--- config.mk ---
export PLATFORM = sky130hd
export DESIGN_NAME = operate_packet_sender_flat
export DESIGN_NICKNAME = d
export VERILOG_FILES = /design/src/rtl/operate_packet_sender_pkg.sv /design/src/rtl/operate_packet_sender_if.sv /design/src/rtl/operate_packet_sender_fifo.sv /design/src/rtl/operate_packet_sender.sv /design/src/flat_wrapper.sv
export SDC_FILE = /design/constraint.sdc
export NUM_CORES = 1
export LEC_CHECK = 0
export BUFFER_PORTS_ARGS = -buffer_cell sky130_fd_sc_hd__clkbuf_2
export CELL_PAD_IN_SITES_DETAIL_PLACEMENT = 1
export CELL_PAD_IN_SITES_GLOBAL_PLACEMENT = 1
export CORE_MARGIN = 2
export CORE_UTILIZATION = 52
export CTS_CLUSTER_DIAMETER = 120
export CTS_CLUSTER_SIZE = 30
export DETAILED_ROUTE_END_ITERATION = 7
export GPL_TIMING_DRIVEN = 0
export PLACE_DENSITY = 0.83
export SLEW_MARGIN = 20
export SYNTH_ARGS = -nofsm -noshare
export SYNTH_HDL_FRONTEND = slang
export SYNTH_SLANG_ARGS = --single-unit
--- constraint.sdc ---
create_clock -name clk -period 5 [get_ports clk]
set_input_delay 0.5 -clock clk [delete_from_list [all_inputs] [get_ports clk]]
set_output_delay 0.5 -clock clk [all_outputs]
set_load 0.01 [all_outputs]
--- src/rtl/operate_packet_sender_pkg.sv ---
// Shared definitions for the operate packet sender.
// Holds the operate opcode byte values, the packet-type code, the field
// positions inside an operate byte, the sender FSM state type and the
// acceptance check applied to incoming strobes.
package operate_packet_sender_pkg;

  localparam logic [7:0] OP_GET      = 8'h06;
  localparam logic [7:0] OP_PUT      = 8'h0A;
  localparam logic [7:0] OP_INTERACT = 8'h12;
  localparam logic [7:0] OP_MOVE     = 8'h22;
  localparam logic [7:0] OP_THROW    = 8'h42;
  localparam logic [7:0] OP_IGNORE   = 8'h02;

  localparam logic [1:0] PKT_TYPE_OPERATE = 2'b10;

  localparam int OPCODE_MSB = 6;
  localparam int OPCODE_LSB = 2;
  localparam int TYPE_MSB   = 1;
  localparam int TYPE_LSB   = 0;

  typedef enum logic [1:0] {
    ST_IDLE = 2'd0,
    ST_SEND = 2'd1,
    ST_GAP  = 2'd2
  } senderState_e;

  // An operate byte is sendable only with the operate type code and exactly
  // one opcode bit set; IGNORE (no opcode bit) falls out naturally.
  function automatic logic isOperatePacket(input logic [6:0] pkt);
    return (pkt[TYPE_MSB:TYPE_LSB] == PKT_TYPE_OPERATE) &&
           ($countones(pkt[OPCODE_MSB:OPCODE_LSB]) == 1);
  endfunction

endpackage

--- src/rtl/operate_packet_sender_if.sv ---
// Bus bundle of the operate packet sender.
//   op_data/op_valid   : verified operate packet strobe from the verifier
//   tx_data/tx_valid   : byte offered to the UART transmitter
//   tx_ready           : transmitter accepts the offered byte
//   fifo_count         : number of queued packets
//   busy, drop_pulse   : status outputs
// slave is the sender's view, master is the surrounding system's view.
interface operate_packet_sender_if #(
  parameter int DEPTH = 4
);
  localparam int CNT_W = $clog2(DEPTH) + 1;

  logic [7:0]       op_data;
  logic             op_valid;
  logic [7:0]       tx_data;
  logic             tx_valid;
  logic             tx_ready;
  logic [CNT_W-1:0] fifo_count;
  logic             busy;
  logic             drop_pulse;

  modport slave (
    input  op_data, op_valid, tx_ready,
    output tx_data, tx_valid, fifo_count, busy, drop_pulse
  );

  modport master (
    output op_data, op_valid, tx_ready,
    input  tx_data, tx_valid, fifo_count, busy, drop_pulse
  );
endinterface

--- src/rtl/operate_packet_sender_fifo.sv ---
// op_fifo: synchronous queue of operate bytes.
//   clk, rst_n        : clock, asynchronous active-low reset of pointers/count
//   push, pushData    : write request and byte (ignored when full)
//   pop, popData      : read request (ignored when empty), head byte (comb)
//   full, empty, count: occupancy status
// Storage is data only and is not reset; pointers wrap modulo DEPTH.
module op_fifo #(
  parameter int DEPTH = 4
) (
  input  logic                       clk,
  input  logic                       rst_n,
  input  logic                       push,
  input  logic [7:0]                 pushData,
  input  logic                       pop,
  output logic [7:0]                 popData,
  output logic                       full,
  output logic                       empty,
  output logic [$clog2(DEPTH):0]     count
);
  localparam int AW    = $clog2(DEPTH);
  localparam int CNT_W = AW + 1;

  logic [7:0]    mem [DEPTH];
  logic [AW-1:0] wrPtr;
  logic [AW-1:0] rdPtr;
  logic          wrEn;
  logic          rdEn;

  assign full    = (count == CNT_W'(DEPTH));
  assign empty   = (count == '0);
  assign wrEn    = push && !full;
  assign rdEn    = pop && !empty;
  assign popData = mem[rdPtr];

  always_ff @(posedge clk) begin
    if (wrEn) begin
      mem[wrPtr] <= pushData;
    end
  end

  always_ff @(posedge clk or negedge rst_n) begin
    if (!rst_n) begin
      wrPtr <= '0;
      rdPtr <= '0;
      count <= '0;
    end else begin
      if (wrEn) begin
        wrPtr <= wrPtr + AW'(1);
      end
      if (rdEn) begin
        rdPtr <= rdPtr + AW'(1);
      end
      count <= count + CNT_W'(wrEn) - CNT_W'(rdEn);
    end
  end
endmodule

--- src/rtl/operate_packet_sender.sv ---
// operate_packet_sender: queues verified operate packets and hands them one
// byte at a time to a UART transmitter, enforcing an idle gap after each
// transmitted byte.
//   clk    : system clock (rising edge)
//   rst_n  : asynchronous active-low reset
//   bus    : operate_packet_sender_if.slave (op strobe in, tx handshake out,
//            fifo_count/busy/drop_pulse status)
// Parameters: DEPTH queue entries (power of two, >=2), GAP_CYCLES idle
// clocks after every handshake (>=1).
module operate_packet_sender
  import operate_packet_sender_pkg::*;
#(
  parameter int DEPTH      = 4,
  parameter int GAP_CYCLES = 100000
) (
  input  logic                    clk,
  input  logic                    rst_n,
  operate_packet_sender_if.slave  bus
);
  localparam int CNT_W = $clog2(DEPTH) + 1;
  localparam int GAP_W = (GAP_CYCLES > 1) ? $clog2(GAP_CYCLES) : 1;
  localparam logic [GAP_W-1:0] GAP_LOAD = GAP_W'(GAP_CYCLES - 1);

  logic [7:0]       opByte;
  logic [7:0]       pushData;
  logic [7:0]       headData;
  logic             accepted;
  logic             pushReq;
  logic             popReq;
  logic             fifoFull;
  logic             fifoEmpty;
  logic [CNT_W-1:0] fifoCount;

  senderState_e     state;
  senderState_e     stateNext;
  logic [GAP_W-1:0] gapCnt;
  logic [GAP_W-1:0] gapCntNext;
  logic [7:0]       txData;
  logic [7:0]       txDataNext;
  logic             txValid;
  logic             txValidNext;
  logic             dropPulse;

  // Bit 7 is forced low before storage, so it is never transmitted.
  assign opByte   = bus.op_data;
  assign pushData = opByte & 8'h7F;
  assign accepted = bus.op_valid && isOperatePacket(pushData[6:0]);
  // Fullness is the pre-pop occupancy: a pop in the same cycle does not
  // make room for a push.
  assign pushReq  = accepted && !fifoFull;

  op_fifo #(
    .DEPTH (DEPTH)
  ) u_opFifo (
    .clk      (clk),
    .rst_n    (rst_n),
    .push     (pushReq),
    .pushData (pushData),
    .pop      (popReq),
    .popData  (headData),
    .full     (fifoFull),
    .empty    (fifoEmpty),
    .count    (fifoCount)
  );

  // Registered control and tx stage
  always_ff @(posedge clk or negedge rst_n) begin
    if (!rst_n) begin
      state     <= ST_IDLE;
      gapCnt    <= '0;
      txData    <= '0;
      txValid   <= 1'b0;
      dropPulse <= 1'b0;
    end else begin
      state     <= stateNext;
      gapCnt    <= gapCntNext;
      txData    <= txDataNext;
      txValid   <= txValidNext;
      dropPulse <= accepted && fifoFull;
    end
  end

  // The head entry stays in the queue while offered and is popped only on
  // the handshake, so a reset mid-SEND discards it along with the rest.
  always_comb begin
    stateNext   = state;
    gapCntNext  = gapCnt;
    txDataNext  = txData;
    txValidNext = txValid;
    popReq      = 1'b0;
    case (state)
      ST_IDLE: begin
        if (!fifoEmpty) begin
          stateNext   = ST_SEND;
          txDataNext  = headData;
          txValidNext = 1'b1;
        end
      end
      ST_SEND: begin
        if (bus.tx_ready) begin
          stateNext   = ST_GAP;
          popReq      = 1'b1;
          txValidNext = 1'b0;
          gapCntNext  = GAP_LOAD;
        end
      end
      ST_GAP: begin
        if (gapCnt == '0) begin
          stateNext = ST_IDLE;
        end else begin
          gapCntNext = gapCnt - GAP_W'(1);
        end
      end
      default: begin
        stateNext = ST_IDLE;
      end
    endcase
  end

  assign bus.tx_data    = txData;
  assign bus.tx_valid   = txValid;
  assign bus.fifo_count = fifoCount;
  assign bus.drop_pulse = dropPulse;
  assign bus.busy       = (state != ST_IDLE) || (fifoCount != '0);
endmodule

--- src/flat_wrapper.sv ---
// flat-port wrapper written by rule: the top's interface ports become plain ports
module operate_packet_sender_flat import operate_packet_sender_pkg::*;
#(
  parameter int DEPTH      = 4,
  parameter int GAP_CYCLES = 100000
)
  (clk, rst_n, bus_op_data, bus_op_valid, bus_tx_ready, bus_tx_data, bus_tx_valid, bus_fifo_count, bus_busy, bus_drop_pulse);
  operate_packet_sender_if #(.DEPTH(DEPTH)) bus_i ();
  input  logic clk;
  input  logic rst_n;
  input wire logic [$bits(bus_i.op_data)-1:0] bus_op_data;
  input wire logic [$bits(bus_i.op_valid)-1:0] bus_op_valid;
  input wire logic [$bits(bus_i.tx_ready)-1:0] bus_tx_ready;
  output wire logic [$bits(bus_i.tx_data)-1:0] bus_tx_data;
  output wire logic [$bits(bus_i.tx_valid)-1:0] bus_tx_valid;
  output wire logic [$bits(bus_i.fifo_count)-1:0] bus_fifo_count;
  output wire logic [$bits(bus_i.busy)-1:0] bus_busy;
  output wire logic [$bits(bus_i.drop_pulse)-1:0] bus_drop_pulse;
  assign bus_i.op_data = bus_op_data;
  assign bus_i.op_valid = bus_op_valid;
  assign bus_i.tx_ready = bus_tx_ready;
  assign bus_tx_data = bus_i.tx_data;
  assign bus_tx_valid = bus_i.tx_valid;
  assign bus_fifo_count = bus_i.fifo_count;
  assign bus_busy = bus_i.busy;
  assign bus_drop_pulse = bus_i.drop_pulse;
  operate_packet_sender #(.DEPTH(DEPTH), .GAP_CYCLES(GAP_CYCLES)) u_core (.clk(clk), .rst_n(rst_n), .bus(bus_i));
endmodule
==> qor.txt, run 1 <==
status - finished clean
Max Clock Skew - 0.00950 ns
#FFs+latches synth - 63
global-route wire length before repair - 9780 um
Routed WL - 5810 um
adder-cell share of the synthesized area - 5.93%
warning count from the yosys run - 0
Mean Syn Cell Area - 13.8 um^2
Resize count post-CTS - 0
CTS clock-pin slew for the worst setup and hold paths - 0.07 ns
CTS tree - yes
reg2reg end - u_core.u_opFifo.count[2]
pin count of the biggest net entering global routing - 36
clock sinks - 63
most frequent cell after synthesis - dfrtp_1
Sw Pwr - 516 uW
proportion of synthesized area in mux cells - 11.6%
Max VDD drop - 0.000296 V
Synth Area in Simple Gates - 16.0%
Async SR Flop Fraction - 55.6%
CP Launch Point - bus_op_data[5]
cell taking the most area after synthesis - dfrtp_1
max frequency - 281 MHz
Slew Viols, Final - 0
top_reg_cell synth - dfrtp_1
Root Buffer - clkbuf_8
input/output buffers - 23
worst-skew pair later-pin latency - 0.33 ns
routability-driven placement congestion ratio - 0.802
Distinct cells, synth - 47
Tmin final - 3.56 ns
CTS buffer count - 9
initial antenna violation count - 0
Post-synth EDFFs - 28
worst path cell trace - clkbuf_2, ha_1, fa_1, inv_1, fa_1, and4b_1, nand3_1, a21oi_1, inv_1, ha_1, inv_1, ha_1, inv_1, fa_1, xnor2_1, xnor2_1
Layout area overhead - 13.2%
Setup-failing EPs final - 0
DR DRC count - 0
Layout Cells excl Fill - 322
dpl cells - 306
R2R setup slack - 2.51 ns
Max Buffers Root-to-Sink - 2
total leakage power - 1.32 nW
synthesized area - 2910 um^2
Synth top area share - 30.1%
number of hold buffers added after cts - 0
Core Area - 5440 um^2
crit-path max FO - 7
xor and xnor fraction of the mapped netlist area - 1.50%
Reg2Reg Depth - 10
Tcrit/Tclk final - 71.1%
cell repeated most along the worst path - inv_1
cells taking the most area after synthesis - dfrtp_1, edfxtp_1, mux4_2
# IOs - 26
reg2reg start - u_core.u_opFifo.count[1]
Int Pwr - 1.08 mW
DR iter-0 viols - 83
Detailed Place HPWL - 4220 um
Slew @ Worst Pin - 0.879 ns
Mapped Cells - 211
Layout Nets - 269
Site Rows - 27
diode count - 0
DR vias - 1791
postcts setup bufs - 0
CP Capture Type - flip-flop
slew margin rel. - 41.4%
vias in the first global route - 1985
post-synth net total - 235
DIE WIDTH - 78.8 um
Die Y - 78.8 um
CP Launch Type - input pin
PD cells - 484 nW/um^2
Avg Vias per Cell - 5.56
# Max-Cap Violations - 0
register area share after synthesis - 59.0%
top cells by count, synth - dfrtp_1, edfxtp_1, nand2_1
WP data arrival - 3.81 ns
Initial Util - 53.5%
Compound-Gate Fraction of Synth Area - 3.53%
RSZ-0062 raised after global routing - no
sequential fraction of design power - 45.0%
Fin. Hold Viols - 0
Worst path max stage delay - 0.47 ns
critical path data required time - 5.25 ns
grt ovf - 0
Clk pwr share - 26.1%
die footprint - 6210 um^2
slowest cell on the critical path - fa_1
GRT Total Usage - 20.8%
class of the worst hold path - input pin to async pin
layout cell share with drive strength beyond 1 - 24.0%
switching share of power - 32.4%
DRT Pass-1 Iters - 4
CTS HTree Levels - 3
routed len/inst - 18.0 um
Combinational Power Share - 29.0%
main combinational cell family by area after synthesis - simple AND/OR/NAND/NOR gates
setup_tns - 0 ns
Setup CP Type - input pin to flip-flop
Post-DRT Antenna Nets - 0
power by group through the flow:
| stage | Clock [mW] | Sequential [mW] | Combinational [mW] |
|---|---|---|---|
| global placement | 0 | 0.721 | 0.438 |
| detailed placement | 0 | 0.727 | 0.469 |
| CTS | 0.419 | 0.717 | 0.473 |
| global route | 0.445 | 0.733 | 0.517 |
| finish | 0.415 | 0.717 | 0.461 |
| floorplan | 0 | 0.727 | 0.304 |
critical path, delay by kind of cell:
kind                       cells  cell delay, ns
buffers and inverters          5            0.41
xor gates and xnor gates       2            0.34
AOI/OAI and AO/OA              1            0.44
and+or+nand+nor                2            0.33
adders and majority gates      6            1.79
sequential cells by signal, summed over array words and instances (netlist names):
name and flops:
u_core.bus.tx_data 7, u_core.state 2, u_core.bus.tx_valid 1, u_core.u_opFifo.rdPtr 2, u_core.u_opFifo.mem 28, u_core.bus.drop_pulse 1, u_core.gapCnt 17, u_core.u_opFifo.count 3
u_core.u_opFifo.wrPtr 2
placed cells by master (no fill, tap or decap), types with 3 or more instances in the layout:
cell,n
clkinv_1,3
dfrtp_1,35
clkbuf_8,9
clkbuf_2,23
o21ai_1,3
and2_1,4
nor4_1,4
a21oi_1,4
o21ai_0,5
edfxtp_1,28
and4_1,3
mux4_2,7
mux2i_1,9
fa_1,3
nor2_1,9
nand2_1,18
nand3_1,6
nor3_1,5
inv_1,11
mux2_2,7
ha_1,9
xnor2_1,4
per-stage QoR:
step / setup WS, ns / hold WS, ns / util (%) / area, um^2 / total power, mW
6_report: 1.44 / 0.275 / 60.6 / 3290 / 1.59
5_1_grt: 1.26 / 0.340 / 60.6 / 3290 / 1.70
4_1_cts: 1.37 / 0.306 / 60.6 / 3290 / 1.61
3_5_place_dp: 1.01 / 0.467 / 57.3 / 3120 / 1.20
3_3_place_gp: 1.22 / 0.465 / 57.3 / 3120 / 1.16
2_1_floorplan: 1.64 / 0.204 / - / 2910 / 1.03
metal layers:
layer  vias up  track usage [%]  part of all wire (%)
met2        30             37.3                    54
met1       911             25.2                    43
met5         -                0                     0
li1        842                -                     -
met4         0             8.28                   1.2
met3         8             3.30                   2.6
layout make-up:
| class | count | area [um^2] |
|---|---|---|
| Buffer | 5 | 25.0 |
| Clock buffer | 10 | 128 |
| Clock inverter | 6 | 51.3 |
| Fill cell | 542 | 2140 |
| Inverter | 11 | 41.3 |
| Multi-Input combinational cell | 132 | 1130 |
| Sequential cell | 63 | 1720 |
| Tap cell | 72 | 90.1 |
| Timing Repair Buffer | 23 | 115 |
how the worst max path moves through the flow:
stage	end	slack, ns	cells after the start
global route	u_core.u_opFifo.count[2]	1.26	16
floorplan	u_core.u_opFifo.count[2]	1.64	15
CTS	u_core.u_opFifo.count[2]	1.37	16
detailed placement	u_core.u_opFifo.count[2]	1.01	16
global placement	u_core.u_opFifo.count[2]	1.22	16
finish	u_core.u_opFifo.count[2]	1.44	16
cell families (layout without fill, tap and decap cells):
group | after synthesis | in the layout
compound gates | 16 | 16
xor+xnor | 5 | 5
fa+ha+maj | 12 | 12
buf+inv | 16 | 55
flops | 63 | 63
mux | 24 | 24
other cells | 1 | 1
simple gates | 74 | 74
(Power assumes the default switching activity.)
==> run 2: changes to the inputs <==
--- a/config.mk
+++ b/config.mk
@@ -9,12 +9,12 @@
 export CELL_PAD_IN_SITES_DETAIL_PLACEMENT = 1
 export CELL_PAD_IN_SITES_GLOBAL_PLACEMENT = 1
 export CORE_MARGIN = 2
-export CORE_UTILIZATION = 52
+export CORE_UTILIZATION = 49
 export CTS_CLUSTER_DIAMETER = 120
 export CTS_CLUSTER_SIZE = 30
 export DETAILED_ROUTE_END_ITERATION = 7
 export GPL_TIMING_DRIVEN = 0
-export PLACE_DENSITY = 0.83
+export PLACE_DENSITY = 0.79
 export SLEW_MARGIN = 20
 export SYNTH_ARGS = -nofsm -noshare
 export SYNTH_HDL_FRONTEND = slang
==> constraint.sdc (replaced) <==
create_clock -name clk -period 3.4 [get_ports clk]
set_input_delay 0.34 -clock clk [delete_from_list [all_inputs] [get_ports clk]]
set_output_delay 0.34 -clock clk [all_outputs]
set_load 0.01 [all_outputs]
==> run 2 against run 1 <==
Against the previous run:
- core utilization is 3.6 points lower
- critical path depth stayed put
- final area is 0.53% higher
- setup slack worse by 1.1 ns
- sequential power is 48% higher
- power is 45% higher
- cell count is 0.93% higher
- routed wire length is 2.3% lower
- critical endpoint unchanged
- largest cell class unchanged
==> qor.txt, run 2 (same netlist as run 1, synthesis figures left out) <==
max frequency - 322 MHz
Fill cells - 612 (+13%)
Max Clock Skew - 0.00982 ns (+0.000317 ns)
GRT Total Usage - 20.0% (-0.78 points)
max reg flops - 28 (unchanged)
WP data arrival - 3.32 ns (-0.49 ns)
Setup WS post-layout - 0.296 ns (-1.15 ns)
Max VDD drop - 0.000459 V (+55%)
most frequent cells in the layout - dfrtp_1, edfxtp_1, clkbuf_2
Combinational Power Share - 28.7% (-0.3 points)
routed len/inst - 17.5 um (-3.2%)
DR vias - 1779 (-0.67%)
reg2reg start - u_core.state[0]
# IOs - 26 (unchanged)
CP Launch Type - input pin
Detailed Place HPWL - 4030 um (-4.4%)
Routed WL - 5680 um (-2.3%)
sequential fraction of design power - 45.6% (+0.6 points)
CTS clock-pin slew for the worst setup and hold paths - 0.07 ns (about the same)
class of the worst hold path - input pin to async pin
Core Area - 5820 um^2 (+6.9%)
Root Buffer - clkbuf_8
clock sinks - 63 (unchanged)
Fin. Hold Viols - 0 (unchanged)
Reg2Reg Depth - 9 (-1)
CTS tree - yes
Final Instance Area - 3310 um^2 (+0.53%)
# Max-Cap Violations - 0 (unchanged)
Setup-failing EPs final - 0 (unchanged)
Die Y - 81.1 um (+2.9%)
Site Rows - 28 (+3.7%)
worst hold margin - 0.117 ns (-0.159 ns)
pre-CTS WS - -0.287 ns (-1.30 ns)
dpl cells - 309 (+0.98%)
PD cells - 699 nW/um^2 (+45%)
CTS HTree Levels - 3 (unchanged)
switching share of power - 34.1% (+1.8 points)
postcts setup bufs - 0 (unchanged)
status - finished clean
die footprint - 6570 um^2 (+5.8%)
Post-DP Area - 3120 um^2 (+0.12%)
setup_tns - 0 ns (unchanged)
routability-driven placement congestion ratio - 0.801 (-0.11%)
input/output buffers - 23 (unchanged)
Clk pwr share - 25.7% (-0.4 points)
Post-DRT Antenna Nets - 0 (unchanged)
vias in the first global route - 1962 (-1.2%)
total leakage power - 1.32 nW (-0.30%)
commonest non-fill, non-tap cell in the layout - dfrtp_1
total power draw - 2.32 mW (+45%)
CP Capture Type - flip-flop
Int Pwr - 1.53 mW (+42%)
Top reg by flops - u_core.u_opFifo.mem
Layout Nets - 269 (unchanged)
worst-skew pair later-pin latency - 0.34 ns (about the same)
RSZ-0062 raised after global routing - no
global-route wire length before repair - 9670 um (-1.1%)
DR DRC count - 0 (unchanged)
critical path data required time - 3.62 ns (-1.63 ns)
Tcrit/Tclk final - 91.3%
layout cell share with drive strength beyond 1 - 26.0% (+2.0 points)
reg2reg end - u_core.u_opFifo.count[2]
Slew @ Worst Pin - 0.904 ns (+0.0248 ns)
Sw Pwr - 791 uW (+53%)
Max Buffers Root-to-Sink - 2 (unchanged)
Initial Util - 50.0% (-3.5 points)
Slew Viols, Final - 0 (unchanged)
Setup CP Type - input pin to flip-flop
Layout area overhead - 13.8%
Tmin final - 3.10 ns
crit-path max FO - 7 (unchanged)
grt ovf - 0 (unchanged)
Avg Vias per Cell - 5.47 (-1.6%)
initial antenna violation count - 0 (unchanged)
Final Core Density - 56.9% (-3.6 points)
DRT Pass-1 Iters - 4 (unchanged)
pin count of the biggest net entering global routing - 36 (unchanged)
R2R setup slack - 0.97 ns (-1.54 ns)
Layout Cells excl Fill - 325 (+0.93%)
DR iter-0 viols - 90 (+8.4%)
slew margin rel. - 39.7% (-1.7 points)
DIE WIDTH - 81.1 um (+2.9%)
CTS buffer count - 9 (unchanged)
diode count - 0 (unchanged)
## run 2: critical path, cell delays in order
cell and delay (ns):
clkbuf_2 0.12, ha_1 0.31, fa_1 0.17, inv_1 0.05
fa_1 0.47, and4b_1 0.20, nand3_1 0.15, a21oi_4 0.24
inv_1 0.08, ha_1 0.29, inv_1 0.05, ha_1 0.13
inv_1 0.05, fa_1 0.38, xnor2_1 0.15, xnor2_1 0.13
## run 2: timing repair
item	4_1_cts	5_1_grt
setup endpoints to repair	0	2
hold buffers	0	0
resized for setup	0	2
## run 2: worst max path at each step
stage / startpoint / slack (ns) / to
2_1_floorplan: bus_op_data[4] / 0.20 / u_core.u_opFifo.count[2]
3_3_place_gp: bus_op_data[5] / -0.20 / u_core.u_opFifo.count[2]
3_5_place_dp: bus_op_data[5] / -0.29 / u_core.u_opFifo.count[2]
4_1_cts: bus_op_data[5] / 0.07 / u_core.u_opFifo.count[2]
5_1_grt: bus_op_data[4] / 0.008 / u_core.u_opFifo.count[2]
6_report: bus_op_data[4] / 0.30 / u_core.u_opFifo.count[2]
## run 2: power groups by stage
| stage | clock, mW | combinational [mW] | sequential (mW) |
|---|---|---|---|
| final | 0.595 | 0.665 | 1.06 |
| after global routing | 0.638 | 0.763 | 1.08 |
| after CTS | 0.609 | 0.676 | 1.06 |
| after detailed placement | 0 | 0.669 | 1.07 |
| after global placement | 0 | 0.643 | 1.06 |
| after floorplan | 0 | 0.447 | 1.07 |
## run 2: layout make-up
cell class	instances	area (um^2)	share of cell area, %
Clock buffer	9	124	3.74
Inverter	11	41.3	1.25
Buffer	5	25.0	0.756
Timing Repair Buffer	23	115	3.48
Clock inverter	7	57.6	1.74
Tap cell	75	93.8	2.83
Sequential cell	63	1720	51.8
Multi-Input combinational cell	132	1140	34.4
## run 2: routing by layer
metal / share of wire [%] / wire length, um / global-route usage [%]
met1: 44 / 2510 / 25.6
met2: 53 / 2990 / 33.6
met4: 0.37 / 21 / 6.44
met3: 2.7 / 154 / 5.11
met5: 0 / 0 / 0
